## src/rtl/fp_mul_issuer.sv

```systemverilog
// Initiator side of the fp multiplier strobe/ack protocol: queues operand pairs,
// issues them one at a time as A then B, and returns each product with its sequence tag.
module fp_mul_issuer #(
  parameter int unsigned DEPTH   = 4,
  parameter int unsigned TAG_W   = 4,
  parameter int unsigned TIMEOUT = 256
) (
  input  logic             clk,
  input  logic             reset,
  input  logic [31:0]      op_a,
  input  logic [31:0]      op_b,
  input  logic             op_valid,
  output logic             op_ready,
  output logic [31:0]      mul_a,
  output logic             mul_a_stb,
  input  logic             mul_a_ack,
  output logic [31:0]      mul_b,
  output logic             mul_b_stb,
  input  logic             mul_b_ack,
  input  logic [31:0]      mul_z,
  input  logic             mul_z_stb,
  output logic             mul_z_ack,
  output logic [31:0]      res_z,
  output logic [TAG_W-1:0] res_tag,
  output logic             res_valid,
  input  logic             res_ready,
  output logic             busy,
  output logic             timeout_err
);

  localparam int unsigned AW   = $clog2(DEPTH);
  localparam int unsigned WD_W = (TIMEOUT < 2) ? 1 : $clog2(TIMEOUT);
  localparam logic [WD_W-1:0] WD_LAST = WD_W'((TIMEOUT > 0) ? TIMEOUT - 1 : 0);

  typedef enum logic [2:0] {
    IDLE,
    SEND_A,
    SEND_B,
    WAIT_P,
    OUT
  } state_t;

  state_t state, state_nxt;

  logic [31:0]      fifo_a   [DEPTH];
  logic [31:0]      fifo_b   [DEPTH];
  logic [TAG_W-1:0] fifo_tag [DEPTH];
  logic [AW-1:0]    wr_ptr, rd_ptr;
  logic [AW:0]      count;
  logic [TAG_W-1:0] tag_cnt, cur_tag;
  logic [WD_W-1:0]  wd_cnt;
  logic             full, empty, push, pop;

  assign full  = (count == (AW+1)'(DEPTH));
  assign empty = (count == '0);
  assign push  = op_valid && !full;
  assign pop   = (state == IDLE) && !empty;

  assign op_ready  = !full;
  assign busy      = !empty || (state != IDLE);

  // Each strobe/ack/valid is high for exactly the state that owns that channel.
  assign mul_a_stb = (state == SEND_A);
  assign mul_b_stb = (state == SEND_B);
  assign mul_z_ack = (state == WAIT_P);
  assign res_valid = (state == OUT);

  always_comb begin
    state_nxt = state;
    unique case (state)
      IDLE:    if (!empty)    state_nxt = SEND_A;
      SEND_A:  if (mul_a_ack) state_nxt = SEND_B;
      SEND_B:  if (mul_b_ack) state_nxt = WAIT_P;
      WAIT_P:  if (mul_z_stb) state_nxt = OUT;
      OUT:     if (res_ready) state_nxt = IDLE;
      default:                state_nxt = IDLE;
    endcase
  end

  always_ff @(posedge clk) begin
    if (push) begin
      fifo_a[wr_ptr]   <= op_a;
      fifo_b[wr_ptr]   <= op_b;
      fifo_tag[wr_ptr] <= tag_cnt;
    end
  end

  always_ff @(posedge clk) begin
    if (reset) begin
      state       <= IDLE;
      wr_ptr      <= '0;
      rd_ptr      <= '0;
      count       <= '0;
      tag_cnt     <= '0;
      cur_tag     <= '0;
      mul_a       <= '0;
      mul_b       <= '0;
      res_z       <= '0;
      res_tag     <= '0;
      wd_cnt      <= '0;
      timeout_err <= 1'b0;
    end else begin
      state <= state_nxt;

      if (push) begin
        wr_ptr  <= wr_ptr + 1'b1;
        tag_cnt <= tag_cnt + 1'b1;
      end

      if (pop) begin
        rd_ptr  <= rd_ptr + 1'b1;
        mul_a   <= fifo_a[rd_ptr];
        mul_b   <= fifo_b[rd_ptr];
        cur_tag <= fifo_tag[rd_ptr];
      end

      if (push && !pop)      count <= count + 1'b1;
      else if (!push && pop) count <= count - 1'b1;

      // Holding the counter at zero throughout SEND_B clears it on the B transfer.
      if (state == SEND_B) begin
        wd_cnt <= '0;
      end else if (state == WAIT_P) begin
        if (wd_cnt != WD_LAST) wd_cnt <= wd_cnt + 1'b1;
        if ((TIMEOUT != 0) && (wd_cnt == WD_LAST)) timeout_err <= 1'b1;
      end

      if ((state == WAIT_P) && mul_z_stb) begin
        res_z   <= mul_z;
        res_tag <= cur_tag;
      end
    end
  end

endmodule

```

## config.mk

```make
export PLATFORM = sky130hd
export DESIGN_NAME = fp_mul_issuer
export DESIGN_NICKNAME = d
export VERILOG_FILES = /design/src/rtl/fp_mul_issuer.sv
export SDC_FILE = /design/constraint.sdc
export NUM_CORES = 1
export LEC_CHECK = 0
export ABC_CLOCK_PERIOD_IN_PS = 3300
export CORE_ASPECT_RATIO = 0.8
export CORE_MARGIN = 2
export CORE_UTILIZATION = 54
export DETAILED_ROUTE_END_ITERATION = 8
export GPL_TIMING_DRIVEN = 0
export HOLD_SLACK_MARGIN = 0.06
export PLACE_DENSITY = 0.79
export SYNTH_ARGS = -nofsm -noshare
export SYNTH_HDL_FRONTEND = slang
export SYNTH_SLANG_ARGS = --single-unit
export TNS_END_PERCENT = 20
```

## constraint.sdc

```tcl
create_clock -name clk -period 3.3 [get_ports clk]
set_input_delay 0.66 -clock clk [delete_from_list [all_inputs] [get_ports clk]]
set_output_delay 0.66 -clock clk [all_outputs]
set_load 0.05 [all_outputs]
```

==> impl_metrics.env <==
export IMPL_wirelength_um=31600
export IMPL_combPwrFrac=0.309
export IMPL_endpoint_kind="output pin"
export IMPL_start_util=0.553
export IMPL_critical_path_startpoint="count[0]$_SDFFE_PP0P_"
export IMPL_syn_area_um2=14600
export IMPL_drt_pass1_iterations=5
export IMPL_antenna_found_initial=1
export IMPL_clkSinkCount=399
export IMPL_chipHeight_um=151
export IMPL_cts_hold_buf=0
export IMPL_drt_iter0_markers=744
export IMPL_swShare=0.329
export IMPL_cts_resized=0
export IMPL_insertion_delay_ps=520
export IMPL_drc=0
export IMPL_vias_per_cell=5.41
export IMPL_gr_usage_met1=0.318
export IMPL_hold_violations=0
export IMPL_synthFlopType="edfxtp_1"
export IMPL_finalInstanceArea_um2=18600
export IMPL_setup_viol=0
export IMPL_drive_gt1_frac=0.155
export IMPL_hold_class="flop to flop"
export IMPL_fin_nets=1306
export IMPL_ant_nets=0
export IMPL_tightestPinTransition_ps=930
export IMPL_synth_edf_count=272
export IMPL_core_area_um2=26500
export IMPL_fin_crit_ps=2940
export IMPL_async_reset_ff_frac=0
export IMPL_boundaryPins=210
export IMPL_critical_path_required_ps=2640
export IMPL_critPathMaxFanout=8
export IMPL_grt_ovfl_total=0
export IMPL_intPower_uw=10500
export IMPL_syn_nets=1052
export IMPL_post_cts_buffers=0
export IMPL_drv_cap=0
export IMPL_max_slew_margin_rel=0.380
export IMPL_synth_top_area_frac=0.559
export IMPL_cp_data_arrival_time_ps=2280
export IMPL_criticalPathCategory="flop to output pin"
export IMPL_grt_first_pass_wirelength_um=48200
export IMPL_placed_cell_area_um2=17300
export IMPL_top_usage_layer="met2"
export IMPL_area_growth_pct=26.9
export IMPL_synth_seq_cells=399
export IMPL_critPathSlowestCell="clkdlybuf4s50_1"
export IMPL_cellLeakagePower_uw=0.00618
export IMPL_p_sw_uw=5130
export IMPL_synth_distinct_cells=41
export IMPL_power_density_nw_per_um2=842
export IMPL_rrSetupSlack_ps=620
export IMPL_startpoint_type="flop"
export IMPL_utilization=0.701
export IMPL_clkPwrFrac=0.279
export IMPL_seq_area_frac_synth=0.732
export IMPL_vias=8563
export IMPL_h_tree_depth=2
export IMPL_finalMaxSlewViolations=0
export IMPL_row_count=53
export IMPL_avgSynthCellArea_um2=15.5
export IMPL_grt_pass1_vias=8732
export IMPL_grtUsageMet2=0.356
export IMPL_synthesis_instances=941
export IMPL_multi_input_area_um2=3600
export IMPL_die_w_um=188
export IMPL_dieArea_um2=28400
export IMPL_grt_use_total=0.222
export IMPL_cts_buffer_depth=3
export IMPL_yosys_area_top_type="edfxtp_1"
export IMPL_nFillCells=1730
export IMPL_place_hpwl_um=20100
export IMPL_cts_root_buf="clkbuf_16"
export IMPL_ys_warnings_count=0
export IMPL_post_drt_wl_per_cell_um=19.9
export IMPL_worstReg2RegStart="count[0]$_SDFFE_PP0P_"
export IMPL_status="completed"
export IMPL_max_stage_delay_ps=890
export IMPL_min_from="res_z[25]$_SDFFE_PP0P_"
export IMPL_total_power_uw=15600
export IMPL_gp_congestion=0.758
export IMPL_cts_tree="yes"
export IMPL_peakVddDrop_mv=0.825
export IMPL_synthTopCellsByArea="edfxtp_1, dfxtp_1, mux4_2"
export IMPL_finalCritPeriodShare=0.891
export IMPL_seq_area_um2=10700
export IMPL_cts_inserted_buffers=39
export IMPL_numPortBuffers=209
export IMPL_grt_setup_unrepaired="false"
export IMPL_clk_pin_slew_worst_paths_ps=70
export IMPL_p_seq_frac=0.412
export IMPL_grt_met3_usage=0.0426
export IMPL_grt_max_degree=44
export IMPL_clock_skew_ps=15.6
export IMPL_path_cells="or3b_1 -> clkbuf_1 -> clkdlybuf4s50_1"
export IMPL_fmax_mhz=340
## final cells by class
| class | instances | area share |
|---|---|---|
| sequential | 399 | 0.577 |
| clock inverter | 16 | 0.00863 |
| multi-input combinational | 480 | 0.194 |
| buffer | 57 | 0.0165 |
| tap | 357 | 0.0241 |
| timing repair buffer | 213 | 0.119 |
| inverter | 5 | 0.00128 |
| antenna | 1 | 0.000135 |
| clock buffer | 55 | 0.0592 |
## metrics by stage
stage                     setup TNS, ps  std cells  hold slack (ps)  worst slack [ps]
after global placement          -319570       1507              441             -1200
after floorplan                       0        941              432              26.0
after detailed placement              0       1511              449               376
after CTS                             0       1582              458               341
final                                 0       1583              456               359
after global routing                  0       1583              475               248
## registers in the layout, summed over array words and instances (netlist names), 8 cells and up
name,cells
fifo_a,128
fifo_b,128
mul_a,32
mul_b,32
res_z,32
fifo_tag,16
wd_cnt,8
## worst max-delay path, delay by kind of cell, from the launching register on
family / cells / cell delay (ps)
buffers and inverters: 2 / 1160
DFF: 1 / 450
and+or+nand+nor: 1 / 160
## cells in the mapped netlist (2+ instances only)
cell type and n:
buf_4 6, or3_1 4, nor3b_1 4, buf_2 21, and3_1 7, ha_1 7, nand2_2 10, a21oi_1 100
clkbuf_1 24, a21oi_2 10, inv_1 3, mux2i_1 5, buf_6 2, nand3_1 5, xnor2_1 4, mux4_2 68
xor2_1 9, edfxtp_1 272, dfxtp_1 127, o21ai_0 4, nand2_1 204, o211ai_1 3, nor2_1 19, and2_1 3
nor3_1 4
## cell families after synthesis
family                     count (synthesis)  synth area share
and+or+nand+nor                          267            0.0773
AOI/OAI and AO/OA                        119            0.0444
buffers and inverters                     62            0.0226
DFF                                      399             0.732
muxes                                     73             0.108
xor gates and xnor gates                  13           0.00779
adders and majority gates                  8           0.00736
## layer usage
metal	up-vias	wire (um)
met5	-	0
met3	45	1820
li1	3977	-
met1	4266	14100
met4	0	617
met2	275	15000
## path summary, 6_finish.rpt
kind,endpoint,cells after the start
worst max register to register,count[2]$_SDFFE_PP0P_,11
worst max-delay path,op_ready,3
worst min register to register,res_z[25]$_SDFFE_PP0P_,2
worst min-delay path,res_z[25]$_SDFFE_PP0P_,2
## cells in the final DEF, fill, tap and decap left out, types with 4 or more instances in the layout
cell,instances
nor2_1,19
dfxtp_1,127
and3_4,4
clkbuf_1,36
a21oi_1,100
edfxtp_1,272
ha_1,7
clkinv_2,8
xnor2_1,4
nor3b_1,4
clkbuf_16,41
mux4_2,68
nand2_2,10
o21ai_0,4
a21oi_2,10
nor3_1,4
buf_16,4
clkdlybuf4s50_1,209
buf_2,21
mux2i_1,5
buf_4,6
or3_1,4
nand2_1,204
xor2_1,9
nand3_1,5
## power groups by stage
stage,logic (uW),registers [uW],clock network (uW)
2_1_floorplan,2210,7560,0
3_3_place_gp,4730,6530,0
3_5_place_dp,4850,6520,0
4_1_cts,4870,6430,4420
5_1_grt,5160,6490,4620
6_report,4820,6430,4360
Note: power is estimated with default switching activity, not from simulation.
